`config.mk`:
```
export PLATFORM = sky130hd
export DESIGN_NAME = conv_axi512_to_axi1024
export DESIGN_NICKNAME = d
export VERILOG_FILES = /design/src/rtl/conv_axi512_to_axi1024.sv
export SDC_FILE = /design/constraint.sdc
export NUM_CORES = 2
export LEC_CHECK = 0
export ABC_AREA = 0
export CORE_AREA = 3 3 681 683
export CTS_CLUSTER_DIAMETER = 40
export DETAILED_ROUTE_END_ITERATION = 8
export DIE_AREA = 0 0 684 686
export GPL_TIMING_DRIVEN = 0
export SETUP_SLACK_MARGIN = 0.02
export SLEW_MARGIN = 40
export SYNTH_ARGS = -nofsm -noshare
export SYNTH_HDL_FRONTEND = slang
export SYNTH_SLANG_ARGS = --single-unit
```
`constraint.sdc`:
```
create_clock -name clk -period 2.2 [get_ports clk]
set_input_delay 0.44 -clock clk [delete_from_list [all_inputs] [get_ports clk]]
set_output_delay 0.44 -clock clk [all_outputs]
set_load 0.03 [all_outputs]
```
`src/rtl/conv_axi512_to_axi1024.sv`:
```
// Packs pairs of IN_W-bit stream beats into one 2*IN_W-bit beat; a packet's odd last beat is zero-padded.
// Optional keep-violation flag enabled by defining CONV_UP_KEEP_CHECK_EN.
module conv_axi512_to_axi1024 #(
  parameter int IN_W = 512
) (
  input  logic                  clk,
  input  logic                  rst_n,
  input  logic [IN_W-1:0]       in_data,
  input  logic [IN_W/8-1:0]     in_keep,
  input  logic                  in_valid,
  input  logic                  in_last,
  output logic                  in_ready,
  output logic [2*IN_W-1:0]     out_data,
  output logic [IN_W/4-1:0]     out_keep,
  output logic                  out_valid,
  output logic                  out_last,
  input  logic                  out_ready,
  output logic                  err_keep
);

  localparam int KW = IN_W / 8;

  typedef enum logic [1:0] {IDLE, HALF, FLUSH} state_t;

  state_t                state_q, state_d;
  logic [IN_W-1:0]       low_data_q, low_data_d;
  logic [KW-1:0]         low_keep_q, low_keep_d;
  logic [2*IN_W-1:0]     out_data_q, out_data_d;
  logic [2*KW-1:0]       out_keep_q, out_keep_d;
  logic                  out_last_q, out_last_d;
  logic                  out_valid_q, out_valid_d;
  logic                  out_free;
  logic                  ready_state;
  logic                  in_fire;

  // Ready is a function of state and output occupancy only, never of the input beat.
  always_comb begin
    out_free = !out_valid_q || out_ready;
    case (state_q)
      IDLE:    ready_state = 1'b1;
      HALF:    ready_state = out_free;
      default: ready_state = 1'b0;
    endcase
  end

  assign in_ready = rst_n && ready_state;
  assign in_fire  = in_valid && in_ready;

  always_comb begin
    state_d     = state_q;
    low_data_d  = low_data_q;
    low_keep_d  = low_keep_q;
    out_data_d  = out_data_q;
    out_keep_d  = out_keep_q;
    out_last_d  = out_last_q;
    out_valid_d = out_valid_q && !out_ready;
    case (state_q)
      IDLE: begin
        if (in_fire) begin
          low_data_d = in_data;
          low_keep_d = in_keep;
          state_d    = in_last ? FLUSH : HALF;
        end
      end
      HALF: begin
        if (in_fire) begin
          out_data_d  = {in_data, low_data_q};
          out_keep_d  = {in_keep, low_keep_q};
          out_last_d  = in_last;
          out_valid_d = 1'b1;
          state_d     = IDLE;
        end
      end
      FLUSH: begin
        // A last beat without a partner goes out alone with the upper half zeroed.
        if (out_free) begin
          out_data_d  = {{IN_W{1'b0}}, low_data_q};
          out_keep_d  = {{KW{1'b0}}, low_keep_q};
          out_last_d  = 1'b1;
          out_valid_d = 1'b1;
          state_d     = IDLE;
        end
      end
      default: state_d = IDLE;
    endcase
  end

  always_ff @(posedge clk or negedge rst_n) begin
    if (!rst_n) begin
      state_q     <= IDLE;
      low_data_q  <= '0;
      low_keep_q  <= '0;
      out_data_q  <= '0;
      out_keep_q  <= '0;
      out_last_q  <= 1'b0;
      out_valid_q <= 1'b0;
    end else begin
      state_q     <= state_d;
      low_data_q  <= low_data_d;
      low_keep_q  <= low_keep_d;
      out_data_q  <= out_data_d;
      out_keep_q  <= out_keep_d;
      out_last_q  <= out_last_d;
      out_valid_q <= out_valid_d;
    end
  end

  assign out_data  = out_data_q;
  assign out_keep  = out_keep_q;
  assign out_last  = out_last_q;
  assign out_valid = out_valid_q;

`ifdef CONV_UP_KEEP_CHECK_EN
  logic          err_keep_q, err_keep_d;
  logic [KW-1:0] keep_inc;
  logic          keep_bad;

  // Contiguous-from-bit-0 keep satisfies keep & (keep + 1) == 0.
  always_comb begin
    keep_inc   = in_keep + {{(KW-1){1'b0}}, 1'b1};
    keep_bad   = in_last ? |(in_keep & keep_inc) : !(&in_keep);
    err_keep_d = err_keep_q || (in_fire && keep_bad);
  end

  always_ff @(posedge clk or negedge rst_n) begin
    if (!rst_n) err_keep_q <= 1'b0;
    else        err_keep_q <= err_keep_d;
  end

  assign err_keep = err_keep_q;
`else
  assign err_keep = 1'b0;
`endif

endmodule

```
==> impl_metrics.env <==
export IMPL_grt_pass1_wl_um=553000
export IMPL_multi_input_area_sq_mm=0.0182
export IMPL_cp_data_required_time_ns=2.99
export IMPL_ys_types=25
export IMPL_syn_to_final_growth_pct=61.1
export IMPL_postSynthAreaPerCell_sq_um=12.8
export IMPL_setup_viol=1745
export IMPL_port_buffers=1735
export IMPL_worstSetupEndpoint="out_data[863]$_DFFE_PN0P_"
export IMPL_final_util_pct=22.3
export IMPL_netlist_area_leader_share_pct=68.2
export IMPL_die_height_um=686
export IMPL_n_fill_cell=49070
export IMPL_grt_use_total_pct=18.1
export IMPL_seqCellArea_sq_mm=0.0433
export IMPL_path_class="reg2reg"
export IMPL_p_leak_nw=50.2
export IMPL_cp_arrival_ns=3.25
export IMPL_finalWirelength_um=446000
export IMPL_root_buffer="clkbuf_16"
export IMPL_layout_common_cells="nand2_1 (1732), dfrtp_1 (1732), clkdlybuf4s50_1 (823), a22o_1 (576), mux2_1 (576)"
export IMPL_gp_congestion=0.948
export IMPL_yosysTopAreaCell="dfrtp_1"
export IMPL_total_power_mw=182
export IMPL_ys_seq_area_share_pct=68.2
export IMPL_io_pins=1737
export IMPL_netlist_instances=4965
export IMPL_slew_headroom_pct=46.0
export IMPL_clock_sinks=1732
export IMPL_grt_ovfl_total=0
export IMPL_antenna_left=0
export IMPL_synth_area_sq_mm=0.0635
export IMPL_crit_start="state_q[0]$_DFFE_PN0P_"
export IMPL_wl_per_cell_um=32.8
export IMPL_drt_iter0_drc=4068
export IMPL_maxCapViolCount=0
export IMPL_timing_rr_end="out_data[863]$_DFFE_PN0P_"
export IMPL_whs_ns=0.0676
export IMPL_drc=0
export IMPL_grt_pass1_vias=50180
export IMPL_synth_seq_cells=1732
export IMPL_yosysWarnings=0
export IMPL_dp_cells=12880
export IMPL_cts_buffers=306
export IMPL_drt_first_pass_iters=5
export IMPL_cts_tree="yes"
export IMPL_worst_slack_ns=-0.260
export IMPL_grt_start_max_net_pins=112
export IMPL_reg2reg_depth=10
export IMPL_die_x_um=684
export IMPL_max_freq_mhz=407
export IMPL_rsz0062_at_grt="true"
export IMPL_hold_violations=0
export IMPL_drive_above_1_share_pct=15.2
export IMPL_startpoint_type="flip-flop"
export IMPL_rrSetupSlack_ns=-0.26
export IMPL_dieArea_sq_mm=0.469
export IMPL_viasPerCell=3.75
export IMPL_status="finished with violations"
export IMPL_syn_nets=5549
export IMPL_crit_fanout=10
export IMPL_r2r_start="state_q[0]$_DFFE_PN0P_"
export IMPL_skew_ns=0.0467
export IMPL_synth_compound_area_share_pct=8.03
export IMPL_synthAdderAreaFrac_pct=0.0591
export IMPL_dp_hpwl_um=368000
export IMPL_tns_ns=-235.45
export IMPL_antenna_found_initial=170
export IMPL_ir_worst_vdd_uv=906
export IMPL_synth_xor_xnor_area_share_pct=0
export IMPL_core_sq_mm=0.459
export IMPL_power_density_mw_per_mm2=1780
export IMPL_layout_min_cycle_time_ns=2.46
export IMPL_htreeDepth=5
export IMPL_cts_buffer_depth=4
export IMPL_clkLatencyLatePin_ns=0.93
export IMPL_cts_clk_slew_worst_paths_ns=0.06
export IMPL_synth_top_family_by_area="simple AND/OR/NAND/NOR gates"
export IMPL_tightest_slew_ns=0.808
export IMPL_synth_simple_area_share_pct=10.3
export IMPL_muxShareOfSynthArea_pct=10.2
export IMPL_num_rows=249
export IMPL_min_path_type="in2async"
export IMPL_vias=51082
export IMPL_endpoint_kind="flip-flop"
export IMPL_fin_crit_sh_pct=112
export IMPL_final_cells=13609
export IMPL_maxSlewViolCount=0
export IMPL_start_util_pct=13.8
export IMPL_synth_area_leaders="dfrtp_1 (68%), nand2_1 (10%), mux2_1 (10%)"
export IMPL_final_nets=7741
export IMPL_violations="setup timing"
[worst max-delay path, cell delays in order (launching register included)]
cell and delay (ns):
dfrtp_1 0.43, inv_2 0.11, ha_2 0.22, inv_2 0.05
o32a_1 0.37, clkbuf_16 0.20, buf_12 0.15, buf_12 0.17
buf_12 0.18, buf_6 0.20, a22o_1 0.19
[cell type report]
type	instances	share of cell area [%]
Sequential cell	1732	42.4
Timing Repair Buffer	1884	18.9
Multi-Input combinational cell	2907	17.8
Clock buffer	368	8.15
Tap cell	6149	7.52
Buffer	321	2.64
Clock inverter	196	2.49
Antenna cell	47	0.115
Inverter	5	0.0183
[kinds of logic after synthesis]
logic type | after synthesis
and+or+nand+nor | 1743
DFF | 1732
AOI/OAI and AO/OA | 584
muxes | 576
buffers and inverters | 326
adders and majority gates | 3
other | 1
[power by group]
part | leakage, nW | internal, mW | switching [mW]
clock network | 5.26 | 31.3 | 18.9
registers | 22.2 | 45.7 | 8.16
logic | 22.8 | 26.7 | 51.4
total | 50.2 | 104 | 78.5
[how the worst min path moves through the flow]
stage / startpoint / endpoint / slack [ns] / cells after the start
2_1_floorplan: rst_n / low_data_q[0]$_DFFE_PN0P_ / 0.14 / 0
3_3_place_gp: low_keep_q[7]$_DFFE_PN0P_ / low_keep_q[7]$_DFFE_PN0P_ / 0.45 / 2
3_5_place_dp: rst_n / out_data[585]$_DFFE_PN0P_ / 0.29 / 1
4_1_cts: rst_n / out_data[255]$_DFFE_PN0P_ / -0.01 / 6
5_1_grt: rst_n / low_data_q[254]$_DFFE_PN0P_ / 0.03 / 6
6_report: rst_n / low_data_q[254]$_DFFE_PN0P_ / 0.07 / 6
[repair_timing]
item                                    4_1_cts  5_1_grt
hold endpoints to repair                    362        0
buffers inserted                              2       13
gates cloned                                 10       21
pin swaps                                     1        1
endpoints found under the setup margin     3190     2968
hold buffers                                 72        0
resized for setup                          1175      258
[layer usage]
| metal | vias to the layer above | share of wire, % | global-route usage (%) |
|---|---|---|---|
| li1 | 21434 | - | - |
| met1 | 26389 | 40 | 21.4 |
| met2 | 2451 | 44 | 28.2 |
| met3 | 762 | 11 | 8.60 |
| met4 | 46 | 4.4 | 6.73 |
| met5 | - | 0.080 | 0 |
[Yosys cell counts]
library cell,n
ha_1,3
nor3b_1,1
conb_1,1
o21ai_0,2
a32o_1,2
a22oi_1,1
mux2_1,576
buf_4,2
dfrtp_1,1732
and3_1,1
nor3_1,1
buf_6,83
o32a_1,1
nor2b_1,2
nor2_1,2
a22o_1,576
buf_2,95
a21oi_1,2
nand2b_1,1
nand2_1,1732
inv_1,4
nand3_1,3
clkbuf_1,138
inv_2,1
buf_1,3
[flip-flops by register name, indices dropped and copies added, names as in the netlist]
| register | flops |
|---|---|
| out_keep | 128 |
| low_keep_q | 64 |
| low_data_q | 512 |
| out_data | 1024 |
| out_last | 1 |
| out_valid | 1 |
| state_q | 2 |
[through the flow]
| stage | cell area, sq um | setup slack (ns) |
|---|---|---|
| finish | 102000 | -0.260 |
| global route | 102000 | -0.327 |
| CTS | 101000 | -0.324 |
| detailed placement | 89100 | -2.81 |
| global placement | 88600 | -83.81 |
| floorplan | 63500 | 0.302 |
Power figures use the tool's default switching activity.
